`config.mk`:
```
export PLATFORM = sky130hd
export DESIGN_NAME = mvm_tile_sequencer_flat
export DESIGN_NICKNAME = d
export VERILOG_FILES = /design/src/rtl/mvm_tile_sequencer_if.sv /design/src/rtl/mvm_tile_sequencer.sv /design/src/flat_wrapper.sv
export SDC_FILE = /design/constraint.sdc
export NUM_CORES = 1
export LEC_CHECK = 0
export ABC_AREA = 1
export ABC_CLOCK_PERIOD_IN_PS = 3400
export CAP_MARGIN = 20
export CORE_MARGIN = 3
export CORE_UTILIZATION = 35
export DETAILED_ROUTE_END_ITERATION = 10
export GPL_ROUTABILITY_DRIVEN = 0
export SETUP_SLACK_MARGIN = 0.2
export SYNTH_ARGS = -nofsm -noshare
export SYNTH_HDL_FRONTEND = slang
export SYNTH_SLANG_ARGS = --single-unit
```
`constraint.sdc`:
```
create_clock -name clk -period 3.4 [get_ports clk]
set_input_delay 0.34 -clock clk [delete_from_list [all_inputs] [get_ports clk]]
set_output_delay 0.34 -clock clk [all_outputs]
set_load 0.02 [all_outputs]
```
`src/rtl/mvm_tile_sequencer_if.sv`:
```
// Datapath-facing bundle of the tile sequencer: control for the memory
// controller and the MAC array, plus the result stream. The sequencer
// takes the master side; the datapath/result sink takes the slave side.
interface mvm_tile_sequencer_if #(
    parameter int NUM_MACS  = 8,
    parameter int RES_W     = 24,
    parameter int ADDR_W    = 32,
    parameter int MAX_TILES = 16
);
    localparam int IDX_W = $clog2(NUM_MACS * MAX_TILES);

    logic                      mc_start;
    logic [ADDR_W-1:0]         mc_base_addr;
    logic                      mc_done;
    logic                      clr_accum;
    logic                      start_compute;
    logic                      compute_done;
    logic [NUM_MACS*RES_W-1:0] mac_out;
    logic                      res_valid;
    logic                      res_ready;
    logic [IDX_W-1:0]          res_idx;
    logic [RES_W-1:0]          res_data;

    modport master (
        output mc_start, mc_base_addr, clr_accum, start_compute,
               res_valid, res_idx, res_data,
        input  mc_done, compute_done, mac_out, res_ready
    );

    modport slave (
        input  mc_start, mc_base_addr, clr_accum, start_compute,
               res_valid, res_idx, res_data,
        output mc_done, compute_done, mac_out, res_ready
    );
endinterface

```
`src/rtl/mvm_tile_sequencer.sv`:
```
// Multi-tile sequencer for the mem_controller / mat_vec_mult datapath.
// Each tile is cleared, fetched, computed and then its NUM_MACS results are
// streamed out one lane at a time. A watchdog bounds FETCH and COMPUTE.
// Every output is a flop whose next value is derived from the next state.
module mvm_tile_sequencer #(
    parameter int NUM_MACS    = 8,
    parameter int RES_W       = 24,
    parameter int ADDR_W      = 32,
    parameter int MAX_TILES   = 16,
    parameter int TILE_STRIDE = 9,
    parameter int TIMEOUT_CYC = 1024
) (
    input  logic                           clk,
    input  logic                           rst,
    input  logic                           go,
    input  logic                           abort,
    input  logic [$clog2(MAX_TILES+1)-1:0] num_tiles,
    input  logic [ADDR_W-1:0]              base_addr,
    output logic                           busy,
    output logic                           done,
    output logic                           err,
    output logic [$clog2(MAX_TILES)-1:0]   tile_cnt,
    mvm_tile_sequencer_if.master           bus
);
    localparam int NT_W   = $clog2(MAX_TILES + 1);
    localparam int TILE_W = $clog2(MAX_TILES);
    localparam int LANE_W = (NUM_MACS > 1) ? $clog2(NUM_MACS) : 1;
    localparam int IDX_W  = $clog2(NUM_MACS * MAX_TILES);
    localparam int WD_W   = $clog2(TIMEOUT_CYC);
    localparam int SNAP_W = NUM_MACS * RES_W;

    typedef enum logic [2:0] {
        IDLE, CLEAR, FETCH, COMPUTE, DRAIN, NEXT, ERROR
    } state_t;

    state_t              state_q, state_n;
    logic [TILE_W-1:0]   tile_q, tile_n;
    logic [LANE_W-1:0]   lane_q, lane_n;
    logic [WD_W-1:0]     wd_q, wd_n;
    logic [NT_W-1:0]     num_q, num_n;
    logic [ADDR_W-1:0]   addr_q, addr_n;
    logic [SNAP_W-1:0]   snap_q, snap_n;
    logic                err_q, err_n;
    logic                done_n;

    logic                busy_q, done_q;
    logic                clr_q, mc_start_q, start_compute_q, res_valid_q;
    logic [ADDR_W-1:0]   mc_addr_q;
    logic [IDX_W-1:0]    res_idx_q;
    logic [RES_W-1:0]    res_data_q;

    logic                busy_n, clr_n, mc_start_n, start_compute_n, res_valid_n;
    logic [ADDR_W-1:0]   mc_addr_n;
    logic [IDX_W-1:0]    res_idx_n;
    logic [RES_W-1:0]    res_data_n;

    // Next-state logic plus the next value of every registered output.
    always_comb begin
        state_n = state_q;
        tile_n  = tile_q;
        lane_n  = lane_q;
        wd_n    = wd_q;
        num_n   = num_q;
        addr_n  = addr_q;
        snap_n  = snap_q;
        err_n   = err_q;
        done_n  = 1'b0;

        case (state_q)
            IDLE, ERROR: begin
                if (go) begin
                    err_n = 1'b0;
                    if (num_tiles != '0 && num_tiles <= NT_W'(MAX_TILES)) begin
                        num_n   = num_tiles;
                        addr_n  = base_addr;
                        tile_n  = '0;
                        lane_n  = '0;
                        state_n = CLEAR;
                    end else begin
                        // An empty or oversized request completes immediately.
                        done_n  = 1'b1;
                        state_n = IDLE;
                    end
                end
            end
            CLEAR: begin
                wd_n    = '0;
                state_n = FETCH;
            end
            FETCH: begin
                if (bus.mc_done) begin
                    wd_n    = '0;
                    state_n = COMPUTE;
                end else if (wd_q == WD_W'(TIMEOUT_CYC - 1)) begin
                    err_n   = 1'b1;
                    state_n = ERROR;
                end else begin
                    wd_n = wd_q + WD_W'(1);
                end
            end
            COMPUTE: begin
                if (bus.compute_done) begin
                    snap_n  = bus.mac_out;
                    lane_n  = '0;
                    wd_n    = '0;
                    state_n = DRAIN;
                end else if (wd_q == WD_W'(TIMEOUT_CYC - 1)) begin
                    err_n   = 1'b1;
                    state_n = ERROR;
                end else begin
                    wd_n = wd_q + WD_W'(1);
                end
            end
            DRAIN: begin
                if (res_valid_q && bus.res_ready) begin
                    if (lane_q == LANE_W'(NUM_MACS - 1)) begin
                        state_n = NEXT;
                    end else begin
                        lane_n = lane_q + LANE_W'(1);
                    end
                end
            end
            NEXT: begin
                if (NT_W'(tile_q) == num_q - NT_W'(1)) begin
                    done_n  = 1'b1;
                    state_n = IDLE;
                end else begin
                    tile_n  = tile_q + TILE_W'(1);
                    addr_n  = addr_q + ADDR_W'(TILE_STRIDE);
                    state_n = CLEAR;
                end
            end
            default: begin
                state_n = IDLE;
            end
        endcase

        // Abort overrides whatever the busy state would have done this cycle.
        if (abort && state_q != IDLE && state_q != ERROR) begin
            state_n = IDLE;
            tile_n  = '0;
            lane_n  = '0;
            wd_n    = '0;
            done_n  = 1'b0;
        end

        busy_n          = (state_n != IDLE) && (state_n != ERROR);
        clr_n           = (state_n == CLEAR);
        mc_start_n      = (state_n == FETCH);
        mc_addr_n       = mc_start_n ? addr_n : '0;
        start_compute_n = (state_n == COMPUTE);
        res_valid_n     = (state_n == DRAIN);
        res_idx_n       = res_valid_n ?
                          IDX_W'(int'(tile_n) * NUM_MACS + int'(lane_n)) : '0;
        res_data_n      = res_valid_n ? snap_n[lane_n*RES_W +: RES_W] : '0;
    end

    // State, counters, snapshot and output registers with synchronous reset.
    always_ff @(posedge clk) begin
        if (rst) begin
            state_q         <= IDLE;
            tile_q          <= '0;
            lane_q          <= '0;
            wd_q            <= '0;
            num_q           <= '0;
            addr_q          <= '0;
            snap_q          <= '0;
            err_q           <= 1'b0;
            busy_q          <= 1'b0;
            done_q          <= 1'b0;
            clr_q           <= 1'b0;
            mc_start_q      <= 1'b0;
            mc_addr_q       <= '0;
            start_compute_q <= 1'b0;
            res_valid_q     <= 1'b0;
            res_idx_q       <= '0;
            res_data_q      <= '0;
        end else begin
            state_q         <= state_n;
            tile_q          <= tile_n;
            lane_q          <= lane_n;
            wd_q            <= wd_n;
            num_q           <= num_n;
            addr_q          <= addr_n;
            snap_q          <= snap_n;
            err_q           <= err_n;
            busy_q          <= busy_n;
            done_q          <= done_n;
            clr_q           <= clr_n;
            mc_start_q      <= mc_start_n;
            mc_addr_q       <= mc_addr_n;
            start_compute_q <= start_compute_n;
            res_valid_q     <= res_valid_n;
            res_idx_q       <= res_idx_n;
            res_data_q      <= res_data_n;
        end
    end

    assign busy              = busy_q;
    assign done              = done_q;
    assign err               = err_q;
    assign tile_cnt          = tile_q;
    assign bus.clr_accum     = clr_q;
    assign bus.mc_start      = mc_start_q;
    assign bus.mc_base_addr  = mc_addr_q;
    assign bus.start_compute = start_compute_q;
    assign bus.res_valid     = res_valid_q;
    assign bus.res_idx       = res_idx_q;
    assign bus.res_data      = res_data_q;
endmodule

```
`src/flat_wrapper.sv`:
```
// flat-port wrapper written by rule: the top's interface ports become plain ports
module mvm_tile_sequencer_flat 
#(
    parameter int NUM_MACS    = 8,
    parameter int RES_W       = 24,
    parameter int ADDR_W      = 32,
    parameter int MAX_TILES   = 16,
    parameter int TILE_STRIDE = 9,
    parameter int TIMEOUT_CYC = 1024
)
  (clk, rst, go, abort, num_tiles, base_addr, busy, done, err, tile_cnt, bus_mc_start, bus_mc_base_addr, bus_clr_accum, bus_start_compute, bus_res_valid, bus_res_idx, bus_res_data, bus_mc_done, bus_compute_done, bus_mac_out, bus_res_ready);
  mvm_tile_sequencer_if #(.NUM_MACS(NUM_MACS), .RES_W(RES_W), .ADDR_W(ADDR_W), .MAX_TILES(MAX_TILES)) bus_i ();
  input  logic clk;
  input  logic rst;
  input  logic go;
  input  logic abort;
  input  logic [$clog2(MAX_TILES+1)-1:0] num_tiles;
  input  logic [ADDR_W-1:0] base_addr;
  output logic busy;
  output logic done;
  output logic err;
  output logic [$clog2(MAX_TILES)-1:0] tile_cnt;
  output wire logic [$bits(bus_i.mc_start)-1:0] bus_mc_start;
  output wire logic [$bits(bus_i.mc_base_addr)-1:0] bus_mc_base_addr;
  output wire logic [$bits(bus_i.clr_accum)-1:0] bus_clr_accum;
  output wire logic [$bits(bus_i.start_compute)-1:0] bus_start_compute;
  output wire logic [$bits(bus_i.res_valid)-1:0] bus_res_valid;
  output wire logic [$bits(bus_i.res_idx)-1:0] bus_res_idx;
  output wire logic [$bits(bus_i.res_data)-1:0] bus_res_data;
  input wire logic [$bits(bus_i.mc_done)-1:0] bus_mc_done;
  input wire logic [$bits(bus_i.compute_done)-1:0] bus_compute_done;
  input wire logic [$bits(bus_i.mac_out)-1:0] bus_mac_out;
  input wire logic [$bits(bus_i.res_ready)-1:0] bus_res_ready;
  assign bus_mc_start = bus_i.mc_start;
  assign bus_mc_base_addr = bus_i.mc_base_addr;
  assign bus_clr_accum = bus_i.clr_accum;
  assign bus_start_compute = bus_i.start_compute;
  assign bus_res_valid = bus_i.res_valid;
  assign bus_res_idx = bus_i.res_idx;
  assign bus_res_data = bus_i.res_data;
  assign bus_i.mc_done = bus_mc_done;
  assign bus_i.compute_done = bus_compute_done;
  assign bus_i.mac_out = bus_mac_out;
  assign bus_i.res_ready = bus_res_ready;
  mvm_tile_sequencer #(.NUM_MACS(NUM_MACS), .RES_W(RES_W), .ADDR_W(ADDR_W), .MAX_TILES(MAX_TILES), .TILE_STRIDE(TILE_STRIDE), .TIMEOUT_CYC(TIMEOUT_CYC)) u_core (.clk(clk), .rst(rst), .go(go), .abort(abort), .num_tiles(num_tiles), .base_addr(base_addr), .busy(busy), .done(done), .err(err), .tile_cnt(tile_cnt), .bus(bus_i));
endmodule
```
==> results.py <==
metrics = {
    "clocking": {
        "h-tree-depth": 2,
        "ctsResizeCount": 0,
        "cts.sink_count": 319,
        "cts_hold_buf": 0,
        "clock_path_buffers": 3,
        "cts_root_buf": "clkbuf_16",
        "cts_tree": "done",
        "numCtsBuffers": 37,
        "cts.clk_slew.worst_paths_ns": 0.06,
        "clk_latency_ns": 0.56,
        "post-cts-setup-buffer-count": 0,
    },
    "global_route": {
        "grt_util_met2_pct": 32.4,
        "groute.layer.met1.usage_pct": 26.4,
        "grt_antenna_before_repair": 2,
        "grt_pass1_vias": 13942,
        "grt.busiest_layer": "met2",
        "use_met3_pct": 4.00,
        "grt_max_degree": 135,
        "grt_pass1_wl_um": 74700,
        "grt-ovfl-total": 0,
        "track_usage_pct": 19.9,
    },
    "outcome": {
        "outcome": "finished clean",
    },
    "detailed_routing": {
        "drtPass1Iterations": 5,
        "drtAntennaViolNets": 0,
        "drt_iter0_markers": 898,
        "vias_per_cell": 4.78,
        "dr_total_vias": 14534,
        "drc": 0,
        "avgRoutedWirePerCell_um": 15.6,
        "totalWireLength_um": 47400,
    },
    "floorplan": {
        "die_h_um": 215,
        "dieArea_um2": 46400,
        "start_util_pct": 35.6,
        "coreArea_um2": 43200,
        "fp-row-count": 76,
        "pin_count": 310,
        "dieWidth_um": 215,
    },
    "cells_and_area": {
        "finalNetCount": 2674,
        "finalInstanceArea_um2": 20200,
        "fillers": 4429,
        "finalNonFillerCells": 3043,
        "syn2layout_area_growth_pct": 31.4,
        "drive_gt1_share_pct": 8.67,
        "final_util_pct": 46.7,
    },
    "synth": {
        "syn_area_um2": 15400,
        "synthFlopType": "dfxtp_1",
        "synth_top_area_cell": "dfxtp_1",
        "synth_top_family_by_area": "simple AND/OR/NAND/NOR gates",
        "synthMuxAreaShare_pct": 4.24,
        "synthSimpleGateAreaFrac_pct": 30.9,
        "synthAdderAreaFrac_pct": 0.407,
        "yosys.cell_types.count": 43,
        "yosysSeqAreaShare_pct": 41.6,
        "synthTopCellsByArea": "dfxtp_1, nand2_1, nor2_1",
        "avgSynthCellArea_um2": 7.04,
        "netlist_instances": 2181,
        "synth_compound_area_share_pct": 13.3,
        "synth-seq-cells": 319,
        "synth_top_area_share_pct": 41.6,
        "synth_nets": 2422,
        "synth.most_common_cell": "nand2_1",
        "yosys_warnings": 0,
        "synthArstFlopShare_pct": 0,
        "synth-xor-area-share_pct": 1.43,
        "synth-edff-count": 0,
        "synth_common_cells": "nand2_1, dfxtp_1, nor2_1",
    },
    "timing": {
        "setup_violations": 0,
        "setup_tns_ns": 0,
        "period_share_pct": 73.4,
        "min_period_ns": 2.50,
        "fmax_mhz": 401,
        "hold_viol": 0,
        "relSlewSlack_pct": 39.5,
        "rsz0062_at_grt": "false",
        "worstMarginPinSlew_ns": 0.907,
        "finalMaxSlewViolations": 0,
        "final.setup_skew_ns": 0.0186,
    },
    "placement": {
        "dpl.hpwl_um": 34900,
        "port_buffers": 309,
        "dpl_cell_area_um2": 19000,
        "dp.cells": 2979,
    },
    "worst_setup_path": {
        "r2r_setup_slack_ns": 0.90,
        "cp_max_fo": 15,
        "startpoint_type": "flop",
        "crit_type": "flop to flop",
        "end_kind": "flop",
        "required_ns": 3.90,
        "critPathArrivalTime_ns": 3.00,
    },
    "power_and_ir_drop": {
        "p_per_area_nw_per_um2": 428,
        "leakagePower_nw": 7.96,
        "peakVddDrop_mv": 0.340,
    },
    "hold_path": {
        "hold_path_class": "primary input to flop",
    },
    "run": {
        "max_cap_viol_count": 0,
    },
}
critical path, cell delays in order (launching register included):
cell	delay, ns
dfxtp_1	0.41
inv_1	0.11
nand3_1	0.12
nand2_2	0.12
inv_2	0.07
nor2_2	0.06
nand2_1	0.30
nand2_1	0.15
nor2_4	0.14
nand2_1	0.08
nand2_2	0.12
nand3_4	0.19
nor2_4	0.37
nand2_1	0.11
nand2_1	0.08
power by group:
part           internal [mW]  switching, mW  leakage, nW  total, mW
sequential              3.79         0.0514         2.57       3.85
combinational          0.387          0.386         4.80      0.773
clock                   2.39           1.62        0.584       4.01
total                   6.57           2.05         7.96       8.63
logic make-up after synthesis:
| family | Yosys count |
|---|---|
| simple gates | 1123 |
| compound gates | 336 |
| flops | 319 |
| buf+inv | 308 |
| mux | 65 |
| xor+xnor | 25 |
| fa+ha+maj | 5 |
layout by cell type (no fill, tap or decap), types with 7 or more instances in the layout:
cell,synthesis,final
nand2_1,629,627
dfxtp_1,319,319
clkdlybuf4s50_1,0,308
nor2_1,263,263
inv_1,181,181
or2_2,97,97
o21a_1,96,96
a21oi_1,96,95
nand3_1,77,77
mux2i_1,65,65
o21ai_1,57,57
o21ai_0,42,41
clkbuf_16,0,37
a22oi_1,31,31
nor3_1,17,17
xor2_1,15,15
buf_4,15,13
nand4_1,10,10
xnor2_1,10,10
inv_2,9,9
buf_12,0,9
o211ai_1,8,8
nand2_2,6,7
clkbuf_8,0,7
clkbuf_1,71,7
final cells by class:
type	instances	area, µm²	area share [%]
Inverter	190	713	3.54
Tap cell	585	732	3.63
Clock inverter	12	171	0.850
Timing Repair Buffer	331	3370	16.7
Clock buffer	51	1050	5.20
Multi-Input combinational cell	1554	7750	38.4
Antenna cell	1	2.50	0.0124
Sequential cell	319	6390	31.7
through the flow:
stage                     worst slack, ns  hold slack, ns  power [mW]
final                               0.903           0.307        8.63
after global routing                0.618           0.352        8.94
after CTS                           0.878           0.307        8.74
after detailed placement            0.529           0.461        4.70
after global placement              0.596           0.456        4.69
after floorplan                      1.45           0.444        4.27
flip-flops by register name, indices dropped and copies added (netlist names), 3 cells and up:
register                 count
u_core.snap_q              192
u_core.addr_q               32
u_core.bus.mc_base_addr     32
u_core.bus.res_data         24
u_core.wd_q                 10
u_core.bus.res_idx           7
u_core.num_q                 5
u_core.tile_cnt              4
u_core.lane_q                3
u_core.state_q               3
metal layers:
layer  vias up  share of wire, %  wire, µm
met2       426                45     21400
met4         2               2.6      1210
met5         -             0.021        10
li1       7425                 -         -
met3        70               6.3      3000
met1      6611                46     21800
worst paths after layout:
check,startpoint,end,cells after the start
worst min-delay path,rst,u_core.num_q[4],2
worst min register to register,u_core.snap_q[136],u_core.snap_q[136],2
worst max-delay path,u_core.state_q[0],u_core.bus.res_data[8],14
worst max register to register,u_core.state_q[0],u_core.bus.res_data[8],14
Note: power is estimated with default switching activity, not from simulation.
